## src/rtl/icache_pkg.sv

```systemverilog
// Shared CPU types for the instruction cache.
//   word_t          32-bit machine word
//   icache_frame_t  one cache frame {valid, tag, data}
//   icachef_t       instruction address split {tag, idx, bytoff}
//   ic_state_t      cache controller state {IDLE, FETCH}
// The cache geometry (IC_SETS) lives here so the frame and address-split
// types share the widths that the cache module is built with.
package icache_pkg;

    typedef logic [31:0] word_t;

    localparam int IC_SETS  = 16;
    localparam int IC_IDX   = $clog2(IC_SETS);
    localparam int IC_TAG_W = 30 - IC_IDX;

    typedef struct packed {
        logic                valid;
        logic [IC_TAG_W-1:0] tag;
        word_t               data;
    } icache_frame_t;

    typedef struct packed {
        logic [IC_TAG_W-1:0] tag;
        logic [IC_IDX-1:0]   idx;
        logic [1:0]          bytoff;
    } icachef_t;

    typedef enum logic {
        IDLE  = 1'b0,
        FETCH = 1'b1
    } ic_state_t;

endpackage

```

## src/rtl/icache_if.sv

```systemverilog
// Bus interfaces around the instruction cache.
//   icache_if      fetch-stage request: imemREN/imemaddr from fetch,
//                  ihit/imemload back from the cache.
//                  master = fetch stage, slave = cache.
//   icache_mem_if  fill path to the memory arbiter: iREN/iaddr from the
//                  cache, iwait/iload back from memory.
//                  master = cache, slave = memory controller.
interface icache_if;
    import icache_pkg::*;

    logic  imemREN;
    word_t imemaddr;
    logic  ihit;
    word_t imemload;

    modport master (output imemREN, output imemaddr, input  ihit, input  imemload);
    modport slave  (input  imemREN, input  imemaddr, output ihit, output imemload);
endinterface

interface icache_mem_if;
    import icache_pkg::*;

    logic  iREN;
    word_t iaddr;
    logic  iwait;
    word_t iload;

    modport master (output iREN, output iaddr, input  iwait, input  iload);
    modport slave  (input  iREN, input  iaddr, output iwait, output iload);
endinterface

```

## src/rtl/icache.sv

```systemverilog
// Direct-mapped instruction cache with single-word fills.
// Hits are answered combinationally in IDLE; a miss latches the word
// address and runs one fill from memory in FETCH, after which the same
// address is answered as a hit.
// Ports:
//   CLK      system clock, rising edge
//   nRST     asynchronous active-low reset
//   fetch    icache_if.slave     (imemREN, imemaddr -> ihit, imemload)
//   mem      icache_mem_if.master (iREN, iaddr <- iwait, iload)
//   hitcnt   number of hits served (wraps)
//   misscnt  number of fills started (wraps)
module icache
    import icache_pkg::*;
#(
    parameter int SETS = IC_SETS   // must match the package geometry
) (
    input  logic  CLK,
    input  logic  nRST,
    icache_if.slave      fetch,
    icache_mem_if.master mem,
    output word_t hitcnt,
    output word_t misscnt
);

    icache_frame_t frames [SETS];
    ic_state_t     state;
    word_t         missaddr;
    logic          ren;

    icachef_t      req;
    icachef_t      fill;
    icache_frame_t sel;
    logic          hit;
    logic          unused_bytoff;

    assign req  = icachef_t'(fetch.imemaddr);
    assign fill = icachef_t'(missaddr);
    assign sel  = frames[req.idx];

    // Instruction fetch is word granular; the byte offset never matters.
    assign unused_bytoff = ^{req.bytoff, fill.bytoff};

    assign hit = (state == IDLE) && fetch.imemREN && sel.valid && (sel.tag == req.tag);

    assign fetch.ihit     = hit;
    assign fetch.imemload = sel.data;

    // Fill request comes straight from registers so it cannot glitch
    // while the fill is in progress.
    assign mem.iREN  = ren;
    assign mem.iaddr = missaddr;

    always_ff @(posedge CLK or negedge nRST) begin
        if (!nRST) begin
            state    <= IDLE;
            ren      <= 1'b0;
            missaddr <= '0;
            hitcnt   <= '0;
            misscnt  <= '0;
            for (int i = 0; i < SETS; i++) begin
                frames[i] <= '0;
            end
        end else begin
            case (state)
                IDLE: begin
                    if (hit) begin
                        hitcnt <= hitcnt + 32'd1;
                    end else if (fetch.imemREN) begin
                        missaddr <= {req.tag, req.idx, 2'b00};
                        misscnt  <= misscnt + 32'd1;
                        ren      <= 1'b1;
                        state    <= FETCH;
                    end
                end
                FETCH: begin
                    // The latched miss address drives the write; the live
                    // fetch address may already have moved on.
                    if (!mem.iwait) begin
                        frames[fill.idx] <= {1'b1, fill.tag, mem.iload};
                        ren              <= 1'b0;
                        state            <= IDLE;
                    end
                end
                default: state <= IDLE;
            endcase
        end
    end

endmodule

```

## src/flat_wrapper.sv

```systemverilog
// flat-port wrapper written by rule: the top's interface ports become plain ports
module icache_flat import icache_pkg::*;
#(
    parameter int SETS = IC_SETS                                     
)
  (CLK, nRST, hitcnt, misscnt, fetch_imemREN, fetch_imemaddr, fetch_ihit, fetch_imemload, mem_iREN, mem_iaddr, mem_iwait, mem_iload);
  icache_if fetch_i ();
  icache_mem_if mem_i ();
  input  logic CLK;
  input  logic nRST;
  output word_t hitcnt;
  output word_t misscnt;
  input wire logic [$bits(fetch_i.imemREN)-1:0] fetch_imemREN;
  input wire logic [$bits(fetch_i.imemaddr)-1:0] fetch_imemaddr;
  output wire logic [$bits(fetch_i.ihit)-1:0] fetch_ihit;
  output wire logic [$bits(fetch_i.imemload)-1:0] fetch_imemload;
  output wire logic [$bits(mem_i.iREN)-1:0] mem_iREN;
  output wire logic [$bits(mem_i.iaddr)-1:0] mem_iaddr;
  input wire logic [$bits(mem_i.iwait)-1:0] mem_iwait;
  input wire logic [$bits(mem_i.iload)-1:0] mem_iload;
  assign fetch_i.imemREN = fetch_imemREN;
  assign fetch_i.imemaddr = fetch_imemaddr;
  assign fetch_ihit = fetch_i.ihit;
  assign fetch_imemload = fetch_i.imemload;
  assign mem_iREN = mem_i.iREN;
  assign mem_iaddr = mem_i.iaddr;
  assign mem_i.iwait = mem_iwait;
  assign mem_i.iload = mem_iload;
  icache #(.SETS(SETS)) u_core (.CLK(CLK), .nRST(nRST), .fetch(fetch_i), .mem(mem_i), .hitcnt(hitcnt), .misscnt(misscnt));
endmodule
```

## config.mk

```make
export PLATFORM = sky130hd
export DESIGN_NAME = icache_flat
export DESIGN_NICKNAME = d
export VERILOG_FILES = /design/src/rtl/icache_pkg.sv /design/src/rtl/icache_if.sv /design/src/rtl/icache.sv /design/src/flat_wrapper.sv
export SDC_FILE = /design/constraint.sdc
export NUM_CORES = 1
export LEC_CHECK = 0
export CAP_MARGIN = 20
export CORE_MARGIN = 2
export CORE_UTILIZATION = 35
export DETAILED_ROUTE_END_ITERATION = 8
export SETUP_SLACK_MARGIN = 0.4
export SLEW_MARGIN = 15
export SYNTH_ARGS = -nofsm -noshare
export SYNTH_HDL_FRONTEND = slang
export SYNTH_SLANG_ARGS = --single-unit
```

## constraint.sdc

```tcl
create_clock -name CLK -period 4.3 [get_ports CLK]
set_input_delay 0.43 -clock CLK [delete_from_list [all_inputs] [get_ports CLK]]
set_output_delay 0.43 -clock CLK [all_outputs]
set_load 0.02 [all_outputs]
```

==> load_flow_metrics.sql <==
INSERT INTO impl_metrics (metric_group, metric, value, unit) VALUES
('run_status', 'run_status', 'finished, final reports clean', ''),
('clock_network', 'tritoncts_num_sinks', '1040', ''),
('yosys', 'synth_top_family_by_area', 'multiplexers', ''),
('power_and_ir_drop', 'cellPowerDensity', '619', 'nW/um^2'),
('yosys', 'yosys-mux-area-fraction', '36.4', '%'),
('route', 'detail_route.wl_per_cell', '24.0', 'um'),
('yosys', 'post_synth_and_or_nand_nor_area_fraction', '3.10', '%'),
('timing', 'max_slew_headroom', '29.8', '%'),
('worst_setup_path', 'critical-path-top-delay-family', 'multiplexers', ''),
('route', 'drt_first_iter_violations', '1646', ''),
('timing', 'period_share', '90.3', '%'),
('yosys', 'synth_area_per_cell', '15.6', 'sq um'),
('placement', 'io_buffers', '193', ''),
('route', 'post-route-drc-count', '0', ''),
('timing', 'clock_skew', '0.0367', 'ns'),
('grt', 'grt_usage', '17.9', '%'),
('yosys', 'synth_adder_area_share', '0.0531', '%'),
('power_and_ir_drop', 'vdd_ir_drop_max', '0.355', 'mV'),
('route', 'post_drt_via_cell_ratio', '5.28', ''),
('floorplan', 'top_level_ports', '198', ''),
('grt', 'grt_first_pass_wirelength', '185000', 'um'),
('timing', 'hold_viol', '0', ''),
('floorplan', 'die_height', '371', 'um'),
('final_layout', 'mostFrequentLayoutCell', 'dfrtp_1', ''),
('clock_network', 'clock_insertion_delay_worst_skew', '0.72', 'ns'),
('flow_run', 'max_cap_viol_count', '0', ''),
('yosys', 'synth_compound_area_share', '1.08', '%'),
('floorplan', 'placementRows', '134', ''),
('final_layout', 'postLayoutCoreUtil', '41.7', '%'),
('yosys', 'synth_cells', '3013', ''),
('timing', 'clock.fmax', '0.257', 'GHz'),
('worst_setup_path', 'crit_arrival', '3.45', 'ns'),
('placement', 'hpwlAfterDp', '70800', 'um'),
('yosys', 'ys_ff_latch', '1040', ''),
('route', 'detail_route.wirelength', '122000', 'um'),
('timing', 'grt_setup_unrepaired', 'yes', ''),
('yosys', 'async_flop_share', '100', '%'),
('floorplan', 'fp.coreArea', '133000', 'sq um'),
('worst_setup_path', 'critical_path.max_stage_delay', '0.50', 'ns'),
('placement', 'gp_congestion', '0.803', ''),
('clock_network', 'ctsHtreeMaxLevel', '3', ''),
('yosys', 'post_synth_xor_area_fraction', '1.64', '%'),
('worst_setup_path', 'critical_path.max_fanout', '2', ''),
('timing', 'worst_slew_pin_slew', '1.05', 'ns'),
('worst_setup_path', 'crit_chain', 'mux4_2 > mux4_2 > xnor2_2 > buf_4 > nor3b_2 > and4b_1 > nand3_2 > nor4b_2 > buf_4 > buf_6', ''),
('worst_setup_path', 'critPathSlowestCell', 'mux4_2', ''),
('route', 'detailedRoute.firstPassIterationCount', '5', ''),
('floorplan', 'die_w', '371', 'um'),
('yosys', 'syn-cell-area', '47100', 'sq um'),
('timing', 'final.min_clock_period', '3.88', 'ns'),
('worst_setup_path', 'cp_num_buf_inv', '3', ''),
('clock_network', 'cts-buffers-inserted', '110', ''),
('clock_network', 'cts_tree', 'built', ''),
('yosys', 'number_of_enable_type_register_cells_in_the_synthesized_netlist', '0', ''),
('final_layout', 'post_route_cells_drive_above_1_share', '48.5', '%'),
('power_and_ir_drop', 'leakage', '0.0249', 'uW'),
('final_layout', 'total_nets_final', '3275', ''),
('route', 'detail-route-antenna-nets', '0', ''),
('grt', 'grt_antenna_before_repair', '8', ''),
('grt', 'global_route.overflow_total', '0', ''),
('timing', 'finalMaxSlewViolations', '0', ''),
('grt', 'maximum_number_of_pins_on_one_net_before_global_route_repair', '108', ''),
('clock_network', 'worst_setup_hold_path_clk_slew', '0.06', 'ns'),
('final_layout', 'syn2layout_area_growth', '18.0', '%'),
('final_layout', 'final_cell_mix', 'dfrtp_1, mux2_2, mux4_2', ''),
('timing', 'final.hold.worst_slack', '0.324', 'ns'),
('worst_setup_path', 'timing.reg2reg.setup_slack', '0.66', 'ns'),
('clock_network', 'root_buffer', 'clkbuf_16', ''),
('route', 'routed-via-count', '26766', ''),
('worst_setup_path', 'cp_data_required_time', '3.87', 'ns'),
('worst_setup_path', 'worstSetupEndpointType', 'primary output', ''),
('timing', 'setup_viol_count_final', '0', ''),
('floorplan', 'start_util', '35.3', '%'),
('floorplan', 'fp.dieArea', '138000', 'sq um'),
('grt', 'first_global_vias', '28094', ''),
('yosys', 'number_of_warnings_reported_in_the_yosys_synthesis_log', '0', ''),
('worst_setup_path', 'criticalPathCategory', 'reg -> out', ''),
('worst_setup_path', 'setup.worst_path.start_class', 'flop', ''),
('yosys', 'synth_ff_type', 'dfrtp_1', ''),
('yosys', 'yosys.cell_types.count', '61', ''),
('yosys', 'yosysSeqAreaShare', '55.3', '%'),
('hold_path', 'min-delay-path-class', 'in -> reg', ''),
('clock_network', 'clk_path_buf_depth', '3', '');
kinds of logic (layout without fill, tap and decap cells):
kind of cell             count (synthesis)  count (layout)
other                                    1               4
flip-flops                            1040            1040
buffers and inverters                  272             553
AND/OR/NAND/NOR                        277             277
AO/OA/AOI/OAI                           68              68
adder cells (fa/ha/maj)                  2               2
multiplexers                          1265            1265
XOR/XNOR                                88              88
tightest hold or removal path: cells and delay by family:
family / cells / cell delay [ns]
buffers and inverters: 1 / 0.44
and+or+nand+nor: 2 / 0.13
layer usage:
layer | global-route usage (%) | vias up | share of wire (%)
li1 | - | 11558 | -
met1 | 24.7 | 14523 | 46
met2 | 28.7 | 524 | 47
met3 | 3.96 | 149 | 5.2
met4 | 4.20 | 12 | 1.8
met5 | 0 | - | 0.055
sequential cells by signal, summed over array words and instances (netlist names):
register and count:
u_core.misscnt 32, u_core.mem.iaddr 30, u_core.mem.iREN 1, u_core.state 1
u_core.hitcnt 32, u_core.frames 944
Yosys cell counts, types with 3 or more instances:
cell type / instances / share of area (%)
a2111oi_0: 4 / 0.074
a211oi_1: 3 / 0.048
a22oi_1: 13 / 0.21
and2_1: 5 / 0.066
and3_1: 4 / 0.053
and4_1: 5 / 0.093
buf_1: 82 / 0.65
buf_2: 21 / 0.22
buf_4: 10 / 0.16
buf_6: 10 / 0.24
clkbuf_1: 125 / 1.0
dfrtp_1: 1040 / 55
inv_1: 22 / 0.18
mux2_2: 964 / 23
mux2i_1: 39 / 0.83
mux4_2: 262 / 13
nand2_1: 77 / 0.61
nand2b_1: 18 / 0.24
nand3_1: 27 / 0.29
nand4_1: 7 / 0.093
nor2_1: 37 / 0.29
nor2b_1: 20 / 0.27
nor3_1: 33 / 0.35
nor3_2: 7 / 0.15
nor4_1: 12 / 0.16
nor4b_1: 3 / 0.056
o21ai_0: 17 / 0.18
o221ai_1: 3 / 0.056
o22ai_1: 4 / 0.053
o311ai_0: 3 / 0.056
or2_2: 7 / 0.093
or4_1: 4 / 0.064
xnor2_1: 27 / 0.50
xor2_1: 61 / 1.1
power by group:
part	switching, uW	internal, uW	leakage (uW)
logic	3120	5560	0.00958
clock network	4000	5810	0.00189
registers	2190	13800	0.0134
total	9310	25100	0.0249
area by class of cell:
type	instances	area [sq um]
Tap cell	1768	2210
Inverter	24	92.6
Fill cell	12269	77900
Clock buffer	169	3420
Clock inverter	33	364
Sequential cell	1040	26000
Antenna cell	2	5.00
Multi-Input combinational cell	1702	20100
Timing Repair Buffer	327	3390
path summary, 6_finish.rpt:
kind,from,endpoint,cells after the start
worst max-delay path,u_core.frames[116]$_DFFE_PN0P_,fetch_ihit,10
worst min-delay path,mem_iwait,u_core.state$_DFF_PN0_,3
worst max register to register,u_core.frames[744]$_DFFE_PN0P_,u_core.hitcnt[14]$_DFFE_PN0P_,12
worst min register to register,u_core.misscnt[31]$_DFFE_PN0P_,u_core.misscnt[31]$_DFFE_PN0P_,1
max in group asynchronous,nRST,u_core.frames[605]$_DFFE_PN0P_,3
min in group asynchronous,nRST,u_core.frames[44]$_DFFE_PN0P_,2
metrics by stage:
step | cell area [sq um] | setup slack (ns) | total power (uW) | setup TNS, ns | instances
after floorplan | 47100 | 0.536 | 21900 | 0 | 3014
after global placement | 51700 | -0.0273 | 24500 | -0.0535 | 4857
after global routing | 55600 | 0.278 | 36300 | 0 | 5064
after detailed placement | 51700 | 0.0258 | 24800 | 0 | 4857
final | 55600 | 0.416 | 34400 | 0 | 5065
after CTS | 55500 | 0.377 | 34800 | 0 | 5060
timing repair:
| action | CTS | global route |
|---|---|---|
| hold buffers | 1 | 0 |
| setup endpoints to repair | 5 | 32 |
| gates cloned | 0 | 1 |
| buffers inserted | 0 | 2 |
| pin swaps | 1 | 3 |
| hold endpoints to repair | 64 | 0 |
| gates resized for setup | 8 | 11 |
No activity file was read; power rests on OpenSTA's default activity.
